`src/rtl/hitor_tdc_pkg.sv`:
```
// Shared types and word-field layout for the HITOR time-to-digital converter.
package hitor_tdc_pkg;

  typedef enum logic [1:0] {
    IDLE    = 2'd0,
    MEASURE = 2'd1,
    PUSH    = 2'd2
  } state_t;

  localparam int ID_MSB    = 31;
  localparam int ID_LSB    = 28;
  localparam int WIDTH_MSB = 27;
  localparam int WIDTH_LSB = 16;
  localparam int TS_MSB    = 15;
  localparam int TS_LSB    = 0;

  localparam logic [11:0] WIDTH_MAX = 12'hFFF;

  function automatic logic [31:0] pack_word(input logic [3:0] id,
                                            input logic [11:0] width,
                                            input logic [15:0] ts);
    logic [31:0] w;
    w = '0;
    w[ID_MSB:ID_LSB]       = id;
    w[WIDTH_MSB:WIDTH_LSB] = width;
    w[TS_MSB:TS_LSB]       = ts;
    return w;
  endfunction

endpackage

```
`src/rtl/hitor_tdc_fifo.sv`:
```
// First-word-fall-through FIFO with a registered head word; pushes while full are refused.
module hitor_tdc_fifo #(
  parameter int DEPTH = 16,
  parameter int DW    = 32
) (
  input  logic          clk,
  input  logic          rst_n,
  input  logic          push,
  input  logic [DW-1:0] din,
  input  logic          pop,
  output logic          full,
  output logic          empty,
  output logic [DW-1:0] dout
);

  localparam int AW = $clog2(DEPTH);

  logic [DW-1:0] mem [DEPTH];
  logic [AW-1:0] wr_ptr_reg, rd_ptr_reg, rd_ptr_inc;
  logic [AW:0]   count_reg;
  logic [DW-1:0] dout_reg;
  logic          push_ok, pop_ok;

  assign full       = (count_reg == (AW+1)'(DEPTH));
  assign empty      = (count_reg == '0);
  assign push_ok    = push & ~full;
  assign pop_ok     = pop & ~empty;
  assign rd_ptr_inc = rd_ptr_reg + AW'(1);
  assign dout       = dout_reg;

  always_ff @(posedge clk) begin
    if (push_ok) mem[wr_ptr_reg] <= din;
  end

  always_ff @(posedge clk or negedge rst_n) begin
    if (!rst_n) begin
      wr_ptr_reg <= '0;
      rd_ptr_reg <= '0;
      count_reg  <= '0;
      dout_reg   <= '0;
    end else begin
      if (push_ok) wr_ptr_reg <= wr_ptr_reg + AW'(1);
      if (pop_ok)  rd_ptr_reg <= rd_ptr_inc;
      case ({push_ok, pop_ok})
        2'b10:   count_reg <= count_reg + (AW+1)'(1);
        2'b01:   count_reg <= count_reg - (AW+1)'(1);
        default: count_reg <= count_reg;
      endcase
      // Head register refills from the next stored word, or straight from din
      // when the incoming word becomes the new head.
      if (pop_ok) begin
        if (count_reg > (AW+1)'(1)) dout_reg <= mem[rd_ptr_inc];
        else if (push_ok)           dout_reg <= din;
      end else if (empty && push_ok) begin
        dout_reg <= din;
      end
    end
  end

endmodule

```
`src/rtl/hitor_tdc.sv`:
```
// HITOR pulse timestamp/width measurement feeding a tagged-word FWFT FIFO.
module hitor_tdc
  import hitor_tdc_pkg::*;
#(
  parameter logic [3:0] IDENTIFIER = 4'b0100,
  parameter int         DEPTH      = 16,
  parameter int         WIDTH_BITS = 12
) (
  input  logic        CLK,
  input  logic        RESETB,
  input  logic        EN,
  input  logic        HITOR,
  input  logic        FIFO_READ,
  output logic        FIFO_EMPTY,
  output logic [31:0] FIFO_DATA,
  output logic [15:0] HIT_CNT,
  output logic [7:0]  LOST_CNT,
  output logic        BUSY
);

  state_t                state_reg, state_next;
  logic                  sync_reg, hs_reg, hs_d_reg;
  logic                  rise, fall;
  logic [15:0]           ts_cnt_reg, ts_reg;
  logic [WIDTH_BITS-1:0] width_reg;
  logic [15:0]           hit_cnt_reg;
  logic [7:0]            lost_cnt_reg;
  logic                  start, inc_width, do_push, fifo_full;

  assign rise = hs_reg & ~hs_d_reg;
  assign fall = ~hs_reg & hs_d_reg;

  always_ff @(posedge CLK or negedge RESETB) begin
    if (!RESETB) begin
      sync_reg   <= 1'b0;
      hs_reg     <= 1'b0;
      hs_d_reg   <= 1'b0;
      ts_cnt_reg <= '0;
      state_reg  <= IDLE;
    end else begin
      sync_reg   <= HITOR;
      hs_reg     <= sync_reg;
      hs_d_reg   <= hs_reg;
      ts_cnt_reg <= ts_cnt_reg + 16'd1;
      state_reg  <= state_next;
    end
  end

  always_comb begin
    state_next = state_reg;
    start      = 1'b0;
    inc_width  = 1'b0;
    do_push    = 1'b0;
    case (state_reg)
      IDLE: begin
        if (rise && EN) begin
          start      = 1'b1;
          state_next = MEASURE;
        end
      end
      MEASURE: begin
        if (!EN)       state_next = IDLE;
        else if (hs_reg) inc_width = 1'b1;
        else if (fall) state_next = PUSH;
      end
      PUSH: begin
        do_push = 1'b1;
        // A new rise landing on the push cycle is accepted back-to-back.
        if (rise && EN) begin
          start      = 1'b1;
          state_next = MEASURE;
        end else begin
          state_next = IDLE;
        end
      end
      default: state_next = IDLE;
    endcase
  end

  always_ff @(posedge CLK or negedge RESETB) begin
    if (!RESETB) begin
      ts_reg       <= '0;
      width_reg    <= '0;
      hit_cnt_reg  <= '0;
      lost_cnt_reg <= '0;
    end else begin
      if (start) begin
        ts_reg      <= ts_cnt_reg;
        width_reg   <= WIDTH_BITS'(1);
        hit_cnt_reg <= hit_cnt_reg + 16'd1;
      end else if (inc_width && width_reg != WIDTH_MAX) begin
        width_reg <= width_reg + WIDTH_BITS'(1);
      end
      if (do_push && fifo_full && lost_cnt_reg != 8'hFF)
        lost_cnt_reg <= lost_cnt_reg + 8'd1;
    end
  end

  hitor_tdc_fifo #(
    .DEPTH (DEPTH),
    .DW    (32)
  ) u_fifo (
    .clk   (CLK),
    .rst_n (RESETB),
    .push  (do_push),
    .din   (pack_word(IDENTIFIER, width_reg, ts_reg)),
    .pop   (FIFO_READ),
    .full  (fifo_full),
    .empty (FIFO_EMPTY),
    .dout  (FIFO_DATA)
  );

  assign HIT_CNT  = hit_cnt_reg;
  assign LOST_CNT = lost_cnt_reg;
  assign BUSY     = (state_reg != IDLE);

endmodule

```
`config.mk`:
```
export PLATFORM = sky130hd
export DESIGN_NAME = hitor_tdc
export DESIGN_NICKNAME = d
export VERILOG_FILES = /design/src/rtl/hitor_tdc_pkg.sv /design/src/rtl/hitor_tdc_fifo.sv /design/src/rtl/hitor_tdc.sv
export SDC_FILE = /design/constraint.sdc
export NUM_CORES = 1
export LEC_CHECK = 0
export ABC_AREA = 1
export BUFFER_PORTS_ARGS = -buffer_cell sky130_fd_sc_hd__buf_2
export CAP_MARGIN = 15
export CELL_PAD_IN_SITES_DETAIL_PLACEMENT = 1
export CELL_PAD_IN_SITES_GLOBAL_PLACEMENT = 1
export CORE_ASPECT_RATIO = 0.6
export CORE_MARGIN = 1
export CORE_UTILIZATION = 40
export DETAILED_ROUTE_END_ITERATION = 16
export PLACE_DENSITY_LB_ADDON = 0.3
export SETUP_SLACK_MARGIN = 0.1
export SYNTH_ARGS = -nofsm -noshare
export SYNTH_HDL_FRONTEND = slang
export SYNTH_SLANG_ARGS = --single-unit
```
`constraint.sdc`:
```
create_clock -name CLK -period 3.2 [get_ports CLK]
set_input_delay 0.16 -clock CLK [delete_from_list [all_inputs] [get_ports CLK]]
set_output_delay 0.16 -clock CLK [all_outputs]
set_load 0.005 [all_outputs]
```
# Yosys cells after proc, flatten, opt, wreduce, memory -nomap -nowiden
# Memory sizes are Yosys's and may differ from the RTL's.
# Cells that the tools add are included.
[classes]
n_reduce_logical = 14
n_bitwise = 8
addsub = 8
n_lt_le_gt_ge = 1
n_eq_ne = 11
mux = 21
[ops]
columns = ["cell", "count"]
rows = [
  ["two-way mux 32 bit", 4],
  ["adder 16 x 1 -> 16 bit, second input constant", 2],
  ["two-way mux 12 bit", 2],
  ["adder 12 x 1 -> 12 bit, second input constant", 1],
  ["!= test 12 bit, second input constant", 1],
  ["case mux 5 bit (2 select lines)", 1],
  ["two-way mux 1 bit", 9],
  ["adder 4 x 1 -> 4 bit, second input constant", 2],
  ["adder 8 x 1 -> 8 bit, second input constant", 1],
  ["two-way mux 2 bit", 4],
  ["!= test 8 bit, second input constant", 1],
  ["nonzero test 2 bit", 4],
  ["!= test 3 bit, second input constant", 2],
  ["case mux 2 bit (3 select lines)", 1],
  ["adder 5 x 1 -> 5 bit, second input constant", 1],
  ["== test 5 bit, second input constant", 1],
  ["> comparator 5 x 1 -> 1 bit, second input constant", 1],
  ["logical AND 1 bit", 5],
  ["zero test 5 bit", 1],
  ["subtractor 5 x 1 -> 5 bit, second input constant", 1],
  ["AND 1 bit", 4],
  ["== test 2 x 1 -> 1 bit, second input constant", 2],
  ["== test 2 bit, second input constant", 2],
  ["NOT 1 bit", 4],
  ["other kinds (6)", 6],
]
[totals]
ff_bits = 118
mem_count = 1
input_bits = 5
out_inout_bits = 58
ram_bits = 448
[memory_table]
columns = ["memory", "depth", "word_bits", "read_ports", "rd_clocked_by_memory_dff", "wr", "line_no", "text"]
rows = [
  ["u_fifo.mem", 16, 28, 1, 0, 1, "hitor_tdc_fifo.sv:18", "logic [DW-1:0] mem [DEPTH];"],
]

# Logic depth before layout (Yosys ltp)
[depth]
ltp_word = 6
depth_mapped = 13

# Modules after synthesis
# Synthesis repeated with hierarchy kept, for this count alone.
[hier_totals]
cells_unflattened = 2412
hier_area_um2 = 26365.3
[modules_own_cells]
columns = ["mod", "seq_area_each_um2", "area_each_um2", "instances", "cells_each"]
rows = [
  ["hitor_tdc_fifo", 16500.8, 22865.7, 1, 1997],
  ["hitor_tdc", 1826.8, 3499.6, 1, 415],
]

# Worst setup path after synthesis
# Ideal clock, no wire load.
[synth_path]
path_type = "flip-flop to flip-flop"
start = "reg u_fifo.count_reg[0]"
end = "mem u_fifo.mem[0][0] in the netlist's numbering (enable)"
stages_incl_launch_ff = 8
t_arrival_ps = 2393
setup_slack_ps = 395
required_time_ps = 2787
path_buffers = 0
cell_sequence = "dfrtp_1 > inv_1 > ha_1 > nand3_1 > nand2_1 > inv_1 > nand2_1 > nor2_1"
[synth_between]
elab_chain_cells = 5
[synth_lines]
columns = ["element", "line_no", "text"]
rows = [
  ["start: declaration", "hitor_tdc_fifo.sv:20", "logic [AW:0] count_reg;"],
  ["start signal: assignment", "hitor_tdc_fifo.sv:45", "2'b10: count_reg <= count_reg + (AW+1)'(1);"],
  ["start signal: assignment", "hitor_tdc_fifo.sv:46", "2'b01: count_reg <= count_reg - (AW+1)'(1);"],
  ["start signal: assignment", "hitor_tdc_fifo.sv:47", "default: count_reg <= count_reg;"],
  ["== test 5 bit", "hitor_tdc_fifo.sv:24", "assign full = (count_reg == (AW+1)'(DEPTH));"],
  ["NOT 1 bit", "hitor_tdc_fifo.sv:26", "assign push_ok = push & ~full;"],
  ["AND 1 bit", "hitor_tdc_fifo.sv:26", ""],
  ["two-way mux 1 bit", "hitor_tdc_fifo.sv:32", "if (push_ok) mem[wr_ptr_reg] <= din;"],
  ["two-way mux 1 bit (not written as such)", "hitor_tdc_fifo.sv:32", ""],
  ["end: declaration", "hitor_tdc_fifo.sv:18", ""],
]
# No other way between the ends.

# Final worst setup path
[layout_path]
start = "reg u_fifo.count_reg[0]"
end = "mem u_fifo.mem[10][13] in the netlist's numbering (enable)"
# Same word-level chain as after synthesis.

==> key figures <==
Detailed routing
  • WL per Instance: between 20 and 25 µm
  • Remaining DRCs: 0
  • Aggregate routed wire length: between 70 and 80 mm
  • Via-to-Cell Ratio: 5.23
  • Total number of vias: 17.3k
  • DRT Pass-1 Iters: 5
  • Detailed Route Iter0 Violations: 1874
  • Remaining antenna violation count: 0

Place
  • Placed Cells: 3207
  • Port bufs: 59
  • Hpwl dp: 46.4 mm
  • RD Place Congestion: 0.868

Synth
  • Asr flop ratio synth: 20.4%
  • Distinct cells, synth: 36
  • Avg Inst Size Synth: just over 10 µm²
  • Ys Warns: 0
  • Synth Area in Compound Gates: 0.911%
  • Post-synthesis sequential area ratio: 66.4%
  • Mux cell area share after synthesis: 0%
  • Post-synthesis register bit count: approximately 560
  • Post-Synth Simple-Gate Area: 23.4%
  • Gate Count Post-Synth: 2394
  • Adder-cell area share of the yosys netlist: 0.712%
  • Synthesized cell area: 24600 µm²
  • XOR/XNOR Fraction of Synth Area: between 1.5 and 2%
  • Ys flop type: edfxtp_1
  • Number of flops mapped to enable cells by yosys: about 450
  • Largest family of logic cells by synthesized area: simple AND/OR/NAND/NOR gates

Power
  • Max IR drop VDD: about 0.0011 V
  • PwrDens: 894 nW/µm²
  • Lkg Pwr: 11.6 nW

Clock tree
  • PostCTS Resize Cnt: 0
  • CTS tree: yes
  • H-tree lvl count: 2
  • Clk_lat worst skew: 0.60 ns
  • CTS buffer count: 52
  • CTS sink count: 563
  • Reg clk slew, reported paths: 0.06 ns
  • Clock root cell: clkbuf_16
  • Bufs on Longest Clock Path: 3

Global route
  • Total GRT Usage: 23.5%
  • First-pass GRT wire length: 111 mm
  • GRT Residual Overflow: 0
  • Vias in the first global route: 18.0k
  • Pin count of the biggest net entering global routing: 160
  • Antenna violations before repair: 5

Finish
  • Layout Cells excl Fill: between 3k and 4k
  • Area grow syn2layout: 12.1%
  • Share of layout cells above drive strength 1: 9.11%
  • Most common cell after layout, fill and taps aside: nand2_1
  • Commonest non-fill, non-tap cells in the layout: nand2_1 (832), edfxtp_1 (448), nand3_1 (375)
  • Max FFs per register: 448
  • Inserted Diodes: 0
  • Nets@finish: ~2.5k

Die
  • Die width: roughly 320 µm
  • Die area: 62500 µm²
  • Number of I/O pins: 63
  • Core area: 60000 µm²
  • Die height: 194 µm
  • Rows: a little under 70
  • Initial Util: 41.0%

STA
  • Slew Limit Fails: 0
  • Tmin final: 2.74 ns
  • Worst-Margin Slew: 1.01 ns
  • Final setup fails: 0
  • Skew final: about 0.014 ns
  • Final setup TNS: 0 ns
  • Max Clock Freq: about 360 MHz
  • Endpoints failing hold: 0
  • Slew margin rel.: 32.7%
  • Final worst path period share: between 80% and 90%
  • RSZ-0062 raised after global routing: no

Critical path
  • Largest fanout on the critical path: 12
  • Worst setup EP type: flop
  • Arrival @ worst endpoint: around 3 ns
  • Critical Path Start Type: flop
  • FF-to-FF setup slack: 0.46 ns
  • Critical path class: flop to flop
  • CP required: 3.49 ns

Run
  • Max Cap Violations: 0

Hold path
  • Hold/Removal Path Class: input pin to flop

Outcome
  • Status: completed
## area by class of cell
type,count,area (µm²)
clock buffer,65,1370
clock inverter,31,170
fill,6634,32400
inverter,269,1020
multi-input combinational,1451,6750
sequential,563,16300
tap,816,1020
timing repair buffer,112,910
## critical path: stages (launching register included)
cell     delay (ns)
dfrtp_1        0.42
inv_1          0.12
ha_1           0.25
nand3_1        0.15
nand2_1        0.19
inv_1          0.25
nand2_1        0.29
nor2_4         0.45
buf_4          0.30
## layer usage
layer	vias up	global-route usage [%]	wire length, µm
li1	7937	-	-
met4	0	4.55	1170
met1	8768	36.0	34700
met3	83	4.76	5620
met5	-	0	0
met2	518	34.3	30500
## final timing paths
kind                                          start                    to  depth (start not counted)
worst max-delay path            u_fifo.count_reg[0]    u_fifo.mem[10][13]                          8
worst min-delay path                          HITOR              sync_reg                          2
worst max register to register  u_fifo.count_reg[0]    u_fifo.mem[10][13]                          8
worst min register to register             sync_reg                hs_reg                          0
max in group asynchronous                    RESETB  u_fifo.wr_ptr_reg[0]                          3
min in group asynchronous                    RESETB           HIT_CNT[13]                          2
## per-stage QoR
step	total power [mW]	worst slack [ns]	utilization (%)	area [µm²]	hold slack [ns]
CTS	24.7	0.495	46.0	27600	0.184
finish	24.6	0.460	46.0	27600	0.215
global placement	18.5	0.608	43.3	26000	0.270
floorplan	14.8	0.395	-	24600	-0.136
detailed placement	18.8	0.497	43.3	26000	0.276
global route	26.0	0.353	46.0	27600	0.216
## cells by family (layout without fill, tap and decap cells)
logic type	count (synthesis)	after routing
xor gates and xnor gates	48	48
buffers and inverters	382	477
adders and majority gates	14	14
and+or+nand+nor	1342	1342
AOI/OAI and AO/OA	44	44
other	1	3
DFF	563	563
## report_power, final
| part | switching (mW) | total, mW | internal [mW] |
|---|---|---|---|
| clock network | 2.75 | 5.86 | 3.11 |
| logic | 7.35 | 10.1 | 2.70 |
| registers | 0.434 | 8.73 | 8.30 |
| total | 10.5 | 24.6 | 14.1 |
## synth_stat cells, drive strengths merged, types with 11 or more instances
library cell    n  share of area [%]
o21ai          40               0.83
inv           268                4.1
xnor2          17               0.68
nand2         836                 13
nor3           12               0.29
xor2           31                1.1
edfxtp        448                 55
dfrtp         115                 12
ha             14               0.71
nor2           80                1.3
clkbuf         25               0.38
nand3         397                8.6
buf            88                2.3
nand4          11               0.28
## timing repair
action,CTS,global route
buffers inserted,0,0
hold buffers,4,0
endpoints found under the hold margin,106,0
setup endpoints to repair,0,0
Power figures use the tool's default switching activity.
